--- src/rtl/muldiv_unit.sv ---
// Iterative multiply/divide unit with HI/LO registers: one shift-add or
// restoring-divide step per cycle, then sign fix-up and HI/LO writeback.
module muldiv_unit #(
  parameter int WIDTH = 32
) (
  input  logic             clk,
  input  logic             reset,
  input  logic             start,
  input  logic [1:0]       op,
  input  logic [WIDTH-1:0] a,
  input  logic [WIDTH-1:0] b,
  input  logic             wr_hi,
  input  logic             wr_lo,
  input  logic [WIDTH-1:0] wdata,
  output logic             busy,
  output logic             done,
  output logic [WIDTH-1:0] hi,
  output logic [WIDTH-1:0] lo
);

  localparam int CW = $clog2(WIDTH);
  localparam logic [CW-1:0] LAST = CW'(WIDTH - 1);

  typedef enum logic [1:0] {IDLE, RUN, FIX} state_t;

  state_t             state, state_next;
  logic [CW-1:0]      cnt;
  logic [1:0]         op_q;
  logic [WIDTH-1:0]   mag_a, mag_b;
  logic               sign_a, sign_b, b_zero;
  // Multiply: {partial product, multiplier}. Divide: {remainder, quotient}.
  logic [2*WIDTH-1:0] p, p_next;

  logic               in_sign_a, in_sign_b;
  logic [WIDTH-1:0]   in_mag_a, in_mag_b;
  logic [WIDTH:0]     mul_sum, trial;
  logic [2*WIDTH-1:0] prod;
  logic [WIDTH-1:0]   fix_hi, fix_lo;

  assign busy = (state != IDLE);

  // Signed ops iterate on magnitudes; sign flags drive the FIX correction.
  assign in_sign_a = op[0] & a[WIDTH-1];
  assign in_sign_b = op[0] & b[WIDTH-1];
  assign in_mag_a  = in_sign_a ? -a : a;
  assign in_mag_b  = in_sign_b ? -b : b;

  // NOTE: every always_comb output gets a default first, so no path leaves
  // a signal unassigned and no latch is inferred.
  always_comb begin
    state_next = state;
    case (state)
      IDLE:    if (start) state_next = RUN;
      RUN:     if (cnt == LAST) state_next = FIX;
      FIX:     state_next = IDLE;
      default: state_next = IDLE;
    endcase
  end

  // NOTE: state registers use non-blocking assignments so every flop samples
  // pre-edge values regardless of statement order.
  always_ff @(posedge clk or negedge reset) begin
    if (!reset) state <= IDLE;
    else        state <= state_next;
  end

  always_comb begin
    mul_sum = {1'b0, p[2*WIDTH-1:WIDTH]} + {1'b0, (p[0] ? mag_a : '0)};
    trial   = p[2*WIDTH-1:WIDTH-1] - {1'b0, mag_b};
    p_next  = {mul_sum, p[WIDTH-1:1]};
    if (op_q[1]) begin
      // Restoring step: keep the shifted remainder when the trial borrows.
      if (trial[WIDTH]) p_next = {p[2*WIDTH-2:0], 1'b0};
      else              p_next = {trial[WIDTH-1:0], p[WIDTH-2:0], 1'b1};
    end
  end

  always_comb begin
    prod   = (sign_a ^ sign_b) ? -p : p;
    fix_hi = prod[2*WIDTH-1:WIDTH];
    fix_lo = prod[WIDTH-1:0];
    if (op_q[1]) begin
      if (b_zero) begin
        fix_lo = '1;
        fix_hi = sign_a ? -mag_a : mag_a;
      end else begin
        // Most-negative / -1 lands on 0x80..0 naturally after negation.
        fix_lo = (sign_a ^ sign_b) ? -p[WIDTH-1:0] : p[WIDTH-1:0];
        fix_hi = sign_a ? -p[2*WIDTH-1:WIDTH] : p[2*WIDTH-1:WIDTH];
      end
    end
  end

  always_ff @(posedge clk or negedge reset) begin
    if (!reset) begin
      cnt    <= '0;
      op_q   <= '0;
      mag_a  <= '0;
      mag_b  <= '0;
      sign_a <= 1'b0;
      sign_b <= 1'b0;
      b_zero <= 1'b0;
      p      <= '0;
      hi     <= '0;
      lo     <= '0;
      done   <= 1'b0;
    end else begin
      done <= (state == FIX);
      case (state)
        IDLE: begin
          if (wr_hi) hi <= wdata;
          if (wr_lo) lo <= wdata;
          if (start) begin
            op_q   <= op;
            mag_a  <= in_mag_a;
            mag_b  <= in_mag_b;
            sign_a <= in_sign_a;
            sign_b <= in_sign_b;
            b_zero <= (b == '0);
            cnt    <= '0;
            p      <= {{WIDTH{1'b0}}, (op[1] ? in_mag_a : in_mag_b)};
          end
        end
        RUN: begin
          p   <= p_next;
          cnt <= (cnt == LAST) ? '0 : cnt + CW'(1);
        end
        FIX: begin
          hi <= fix_hi;
          lo <= fix_lo;
        end
        default: ;
      endcase
    end
  end

endmodule

--- config.mk ---
export PLATFORM = sky130hd
export DESIGN_NAME = muldiv_unit
export DESIGN_NICKNAME = d
export VERILOG_FILES = /design/src/rtl/muldiv_unit.sv
export SDC_FILE = /design/constraint.sdc
export NUM_CORES = 1
export LEC_CHECK = 0
export BUFFER_PORTS_ARGS = -buffer_cell sky130_fd_sc_hd__buf_2
export CORE_MARGIN = 2
export CORE_UTILIZATION = 30
export CTS_CLUSTER_DIAMETER = 120
export CTS_CLUSTER_SIZE = 8
export DETAILED_ROUTE_END_ITERATION = 8
export GPL_ROUTABILITY_DRIVEN = 0
export HOLD_SLACK_MARGIN = 0.15
export SYNTH_ARGS = -nofsm -noshare
export SYNTH_HDL_FRONTEND = slang
export SYNTH_SLANG_ARGS = --single-unit
--- constraint.sdc ---
create_clock -name clk -period 5.6 [get_ports clk]
set_clock_uncertainty 0.2 [all_clocks]
set_input_delay 0.56 -clock clk [delete_from_list [all_inputs] [get_ports clk]]
set_output_delay 0.56 -clock clk [all_outputs]
set_load 0.01 [all_outputs]
# After elaboration in Yosys (flattened, before gate mapping)
# Cells that the tools add are included.
# classes
add_sub_neg	9
multipliers	0
div_mod_pow	0
n_lt_le_gt_ge	0
eq_ne	7
n_shift	0
mux	26
n_bitwise	3
reduce_logical	10
# ops
cell	count
2-to-1 mux 32 bit	13
2-to-1 mux 64 bit	4
negation 32 bit	5
one-hot mux 32 bit (2 select lines)	2
one-hot mux 64 bit (2 select lines)	1
negation 64 bit	1
adder 32 x 32 -> 33 bit	1
subtractor 33 x 32 -> 33 bit	1
logical NOT 32 bit	1
2-to-1 mux 5 bit	2
one-hot mux 5 bit (2 select lines)	1
AND reduction 2 bit	5
inequality test 2 bit (second input constant)	4
nonzero test 2 bit	3
adder 5 x 1 -> 5 bit (second input constant)	1
== test 5 bit (second input constant)	1
2-to-1 mux 2 bit	2
one-hot mux 2 bit (2 select lines)	1
AND 1 bit	2
== test 2 x 1 -> 1 bit (second input constant)	1
== test 2 bit (second input constant)	1
logical NOT 2 bit	1
XOR 1 bit	1
# totals
reg_bits	205
latch_bits	0
ramBits	0
rom_bits	0
out_inout_bits	66
n_memories	0

# Longest topological paths before layout
# logic_depth
depth_word	5
ltp_mapped	15
ltp_nobuf	14

# Least setup slack after synthesis
# OpenSTA, ideal clock, no wires.
# synth_path
path_kind	reg-to-reg
start	reg p[48]
end	reg p[61]
setup_ps	126
arrival_ps	3211
t_required_ps	5274
slack_ps	2063
path_stages_with_launch	12
synth_period_minus_slack_ps	3537
path_cell_list	dfrtp_1 ha_1 a21o_1 a221o_1 o32a_1 a211oi_1 a211o_1 o211a_1 clkbuf_1 clkbuf_1 o31ai_1 a221o_1
# synth_between
elab_chain_len	4
word_cells_on_any_way	5
cone_classes	add/sub (2); mux (3)
# synth_lines
item	line_no	text
start, declared	32	logic [2*WIDTH-1:0] p, p_next;
start signal, assigned	121	p <= {{WIDTH{1'b0}}, (op[1] ? in_mag_a : in_mag_b)};
start signal, assigned	125	p <= p_next;
subtractor 33 x 32 -> 33 bit	69	trial = p[2*WIDTH-1:WIDTH-1] - {1'b0, mag_b};
2-to-1 mux 64 bit	73	if (trial[WIDTH]) p_next = {p[2*WIDTH-2:0], 1'b0};
2-to-1 mux 64 bit *	71	if (op_q[1]) begin
one-hot mux 64 bit (2 select lines) *	109	case (state)
# Every way passes the cells marked *; elsewhere a longest branch is shown, timed or not.
# A chain may end at the register's enable or synchronous reset.

# Worst setup path after layout
# layout_path
start	reg p[49]
end	reg p[53]
# The elaborated chain is that of the path after synthesis.

==> reports/results.ini <==
[worst_hold_path]
hold_path_depth = 3
hold_class = input pin to register

[detailed_routing]
drc_errors = 0
met3WireLength_mm = 5.085
vias = 17733
wl_met2_mm = 31.89
maxUsedRoutingLayer = met4
finalWirelength_mm = 68.63
first_iter_violations = 2097
ant_nets = 0
wl_per_cell_um = 22.54
dr.pass1.iters = 6
met1Wirelength_mm = 28.98
vias_per_cell = 5.824

[power_and_ir_drop]
power_frac_clock_pct = 10.8
netSwitchingPower_w = 0.007615
p_comb_share_pct = 64.4
powerDensity_mw_per_mm2 = 733.9
total_leakage_power_nw = 8.239
vdd_ir_drop_max_mv = 0.3255
p_int_w = 0.006893
p_seq_share_pct = 24.8
power_w = 0.01451
swShare_pct = 52.49

[yosys]
synth_most_common_cell = nand2_1
synth_edf_count = 0
synthAdderAreaFrac_pct = 5.348
synth.area.top_cells = dfrtp_1 29%, xnor2_1 6.8%, o21ai_0 6.4%
syn_area_per_cell_um2 = 7.967
synth_compound_area_share_pct = 25.98
yosysWarnings = 0
synth_top_family_by_area = compound AO/OA/AOI/OAI gates
yosys_most_used_dff = dfrtp_1
synth_top_area_cell = dfrtp_1
synth_common_cells = 242 x nand2_1, 221 x o21ai_0, 204 x dfrtp_1
synthMuxAreaShare_pct = 4.022
synth_cell_types = 84
synthCells = 2179
synth-seq-cells = 204
synth_top_area_share_pct = 29.41
syn_area_mm2 = 0.01736
synthSimpleGateAreaFrac_pct = 18.45
yosysSeqAreaShare_pct = 29.41
synth_xor_area_share_pct = 11.40
async_reset_ff_share_pct = 100.0
synthesis.nets = 2355

[place]
placed_area_mm2 = 0.01874
port_buffers = 168
dp_hpwl_mm = 52.79

[final_layout]
register_area_mm2 = 0.005109
fin_util_pct = 34.39
fin_area_mm2 = 0.01977
nFillCells = 6080
area_growth_pct = 13.87
num-nets-final = 2450
multi_input_area_mm2 = 0.01136
drive_gt1_share_pct = 11.95

[floorplan]
ioPinCount = 169
die_h_um = 244.6
die_area_mm2 = 0.05980
core_area_mm2 = 0.05748
fp-row-count = 88
start_util_pct = 30.20
die_w_um = 244.6

[sta]
timing.fmax_mhz = 237.8
tightest_slew_ns = 1.190
setup-violations-final = 0
drv_slew = 0
period_minus_slack_ns = 4.204
tns_ns = 0
rsz0062_at_grt = no
hold_ws_ns = 0.1651
fin_crit_sh_pct = 75.08
slew-limit-headroom_pct = 20.49
finalHoldViolations = 0

[critical_path]
critPathKind = register to register
crit_path_start_kind = register
reg2reg_depth = 11
end_kind = register
critical_path.max_stage_delay_ns = 0.71
cp_slowest_cell = o211a_1
crit_chain = ha_1 > and3_1 > a221o_1 > o32a_1 > a211oi_1 > a211o_1 > o211a_1 > buf_12 > nor3_1 > a211o_1 > a21oi_1
worstPathMaxFanout = 37
arrival_ns = 4.49
cpMostUsedCell = a211o_1
cp.required_ns = 5.89

[grt]
gr-usage-all-layers_pct = 22.21
first_global_vias = 16538
grt_first_pass_wirelength_mm = 102.8
grt_overflow = 0
antenna_found_initial = 6
grt_max_degree = 104

[clock_network]
cts-root-buf = clkbuf_16
htreeDepth = 1
cts_tree = yes
clkLatencyLatePin_ns = 0.57
cts.clk_slew.worst_paths_ns = 0.06
cts_buffers = 29
clock-sinks = 204
cts_resized = 0
clockBufferDepth = 3

[status]
outcome = completed

[job]
maxCapViolCount = 0

layer usage:
layer  up-vias  GRT usage [%]
li1       8064              -
met1      8682          30.00
met2       830          36.46
met3       157          2.568
met4         0          8.106
met5         -              0
repair_timing:
action	4_1_cts	5_1_grt
endpoints found under the hold margin	133	0
hold buffers	27	0
buffers inserted	0	0
power groups by stage:
stage                     clock, W  combinational, W  sequential [W]
after floorplan                  0           0.00682         0.00290
after global placement           0           0.00898         0.00351
after detailed placement         0           0.00913         0.00354
after CTS                  0.00158           0.00919         0.00352
after global routing       0.00164            0.0102         0.00365
final                      0.00157           0.00935         0.00359
cell type report:
cell class	count	share of cell area [%]
clock buffers	33	3.747
inverters	71	1.348
diodes	3	0.03798
flip-flops and latches	204	25.84
clock inverters	1	0.02532
well taps	765	4.842
repair buffers	218	6.665
multi-input cells	1750	57.49
cells in the final DEF, fill, tap and decap left out, types with 29 or more instances in the layout:
cell,n
dfrtp_1,201
mux2i_1,63
a211oi_1,29
inv_1,71
nor2_1,135
o21ai_0,221
o31ai_1,32
a21oi_1,182
clkbuf_16,29
o22ai_1,42
ha_1,71
buf_2,167
nand3_1,41
nand2_1,241
and2_1,43
nor3_1,32
xor2_1,91
xnor2_1,133
final timing paths:
path                            slack (ns)              endpoint               from
worst min register to register        0.27     hi[5]$_DFFE_PN0P_  hi[5]$_DFFE_PN0P_
max in group asynchronous             3.50    b_zero$_DFFE_PN0P_              reset
worst max-delay path                  1.40     p[53]$_DFFE_PN0P_  p[49]$_DFFE_PN0P_
worst min-delay path                  0.17  mag_b[1]$_DFFE_PN0P_               b[1]
min in group asynchronous             0.48        done$_DFF_PN0_              reset
worst max register to register        1.40     p[53]$_DFFE_PN0P_  p[49]$_DFFE_PN0P_
per-stage QoR:
stage	setup slack (ns)	std cells
3_3_place_gp	1.525	2981
3_5_place_dp	1.460	2981
4_1_cts	1.436	3042
5_1_grt	1.139	3042
2_1_floorplan	2.063	2179
6_report	1.396	3045
worst max-delay path: cells and delay by family, from the launching register on:
family	cells	cell delay, ns
DFF	1	0.61
buffers and inverters	1	0.29
AOI/OAI and AO/OA	7	2.38
adders and majority gates	1	0.38
and+or+nand+nor	2	0.27
logic make-up (layout without fill, tap and decap cells):
family,count (synthesis),count (layout)
buffers and inverters,225,323
XOR/XNOR,226,226
AND/OR/NAND/NOR,657,657
other,0,3
AO/OA/AOI/OAI,726,726
adder cells (fa/ha/maj),73,73
multiplexers,68,68
flip-flops,204,204
registers in the layout, indices dropped and copies added, names as in the netlist, 2 cells and up:
name   flops
cnt        5
p         64
hi        32
lo        32
mag_b     32
mag_a     32
state      2
Note: power is estimated with default switching activity, not from simulation.
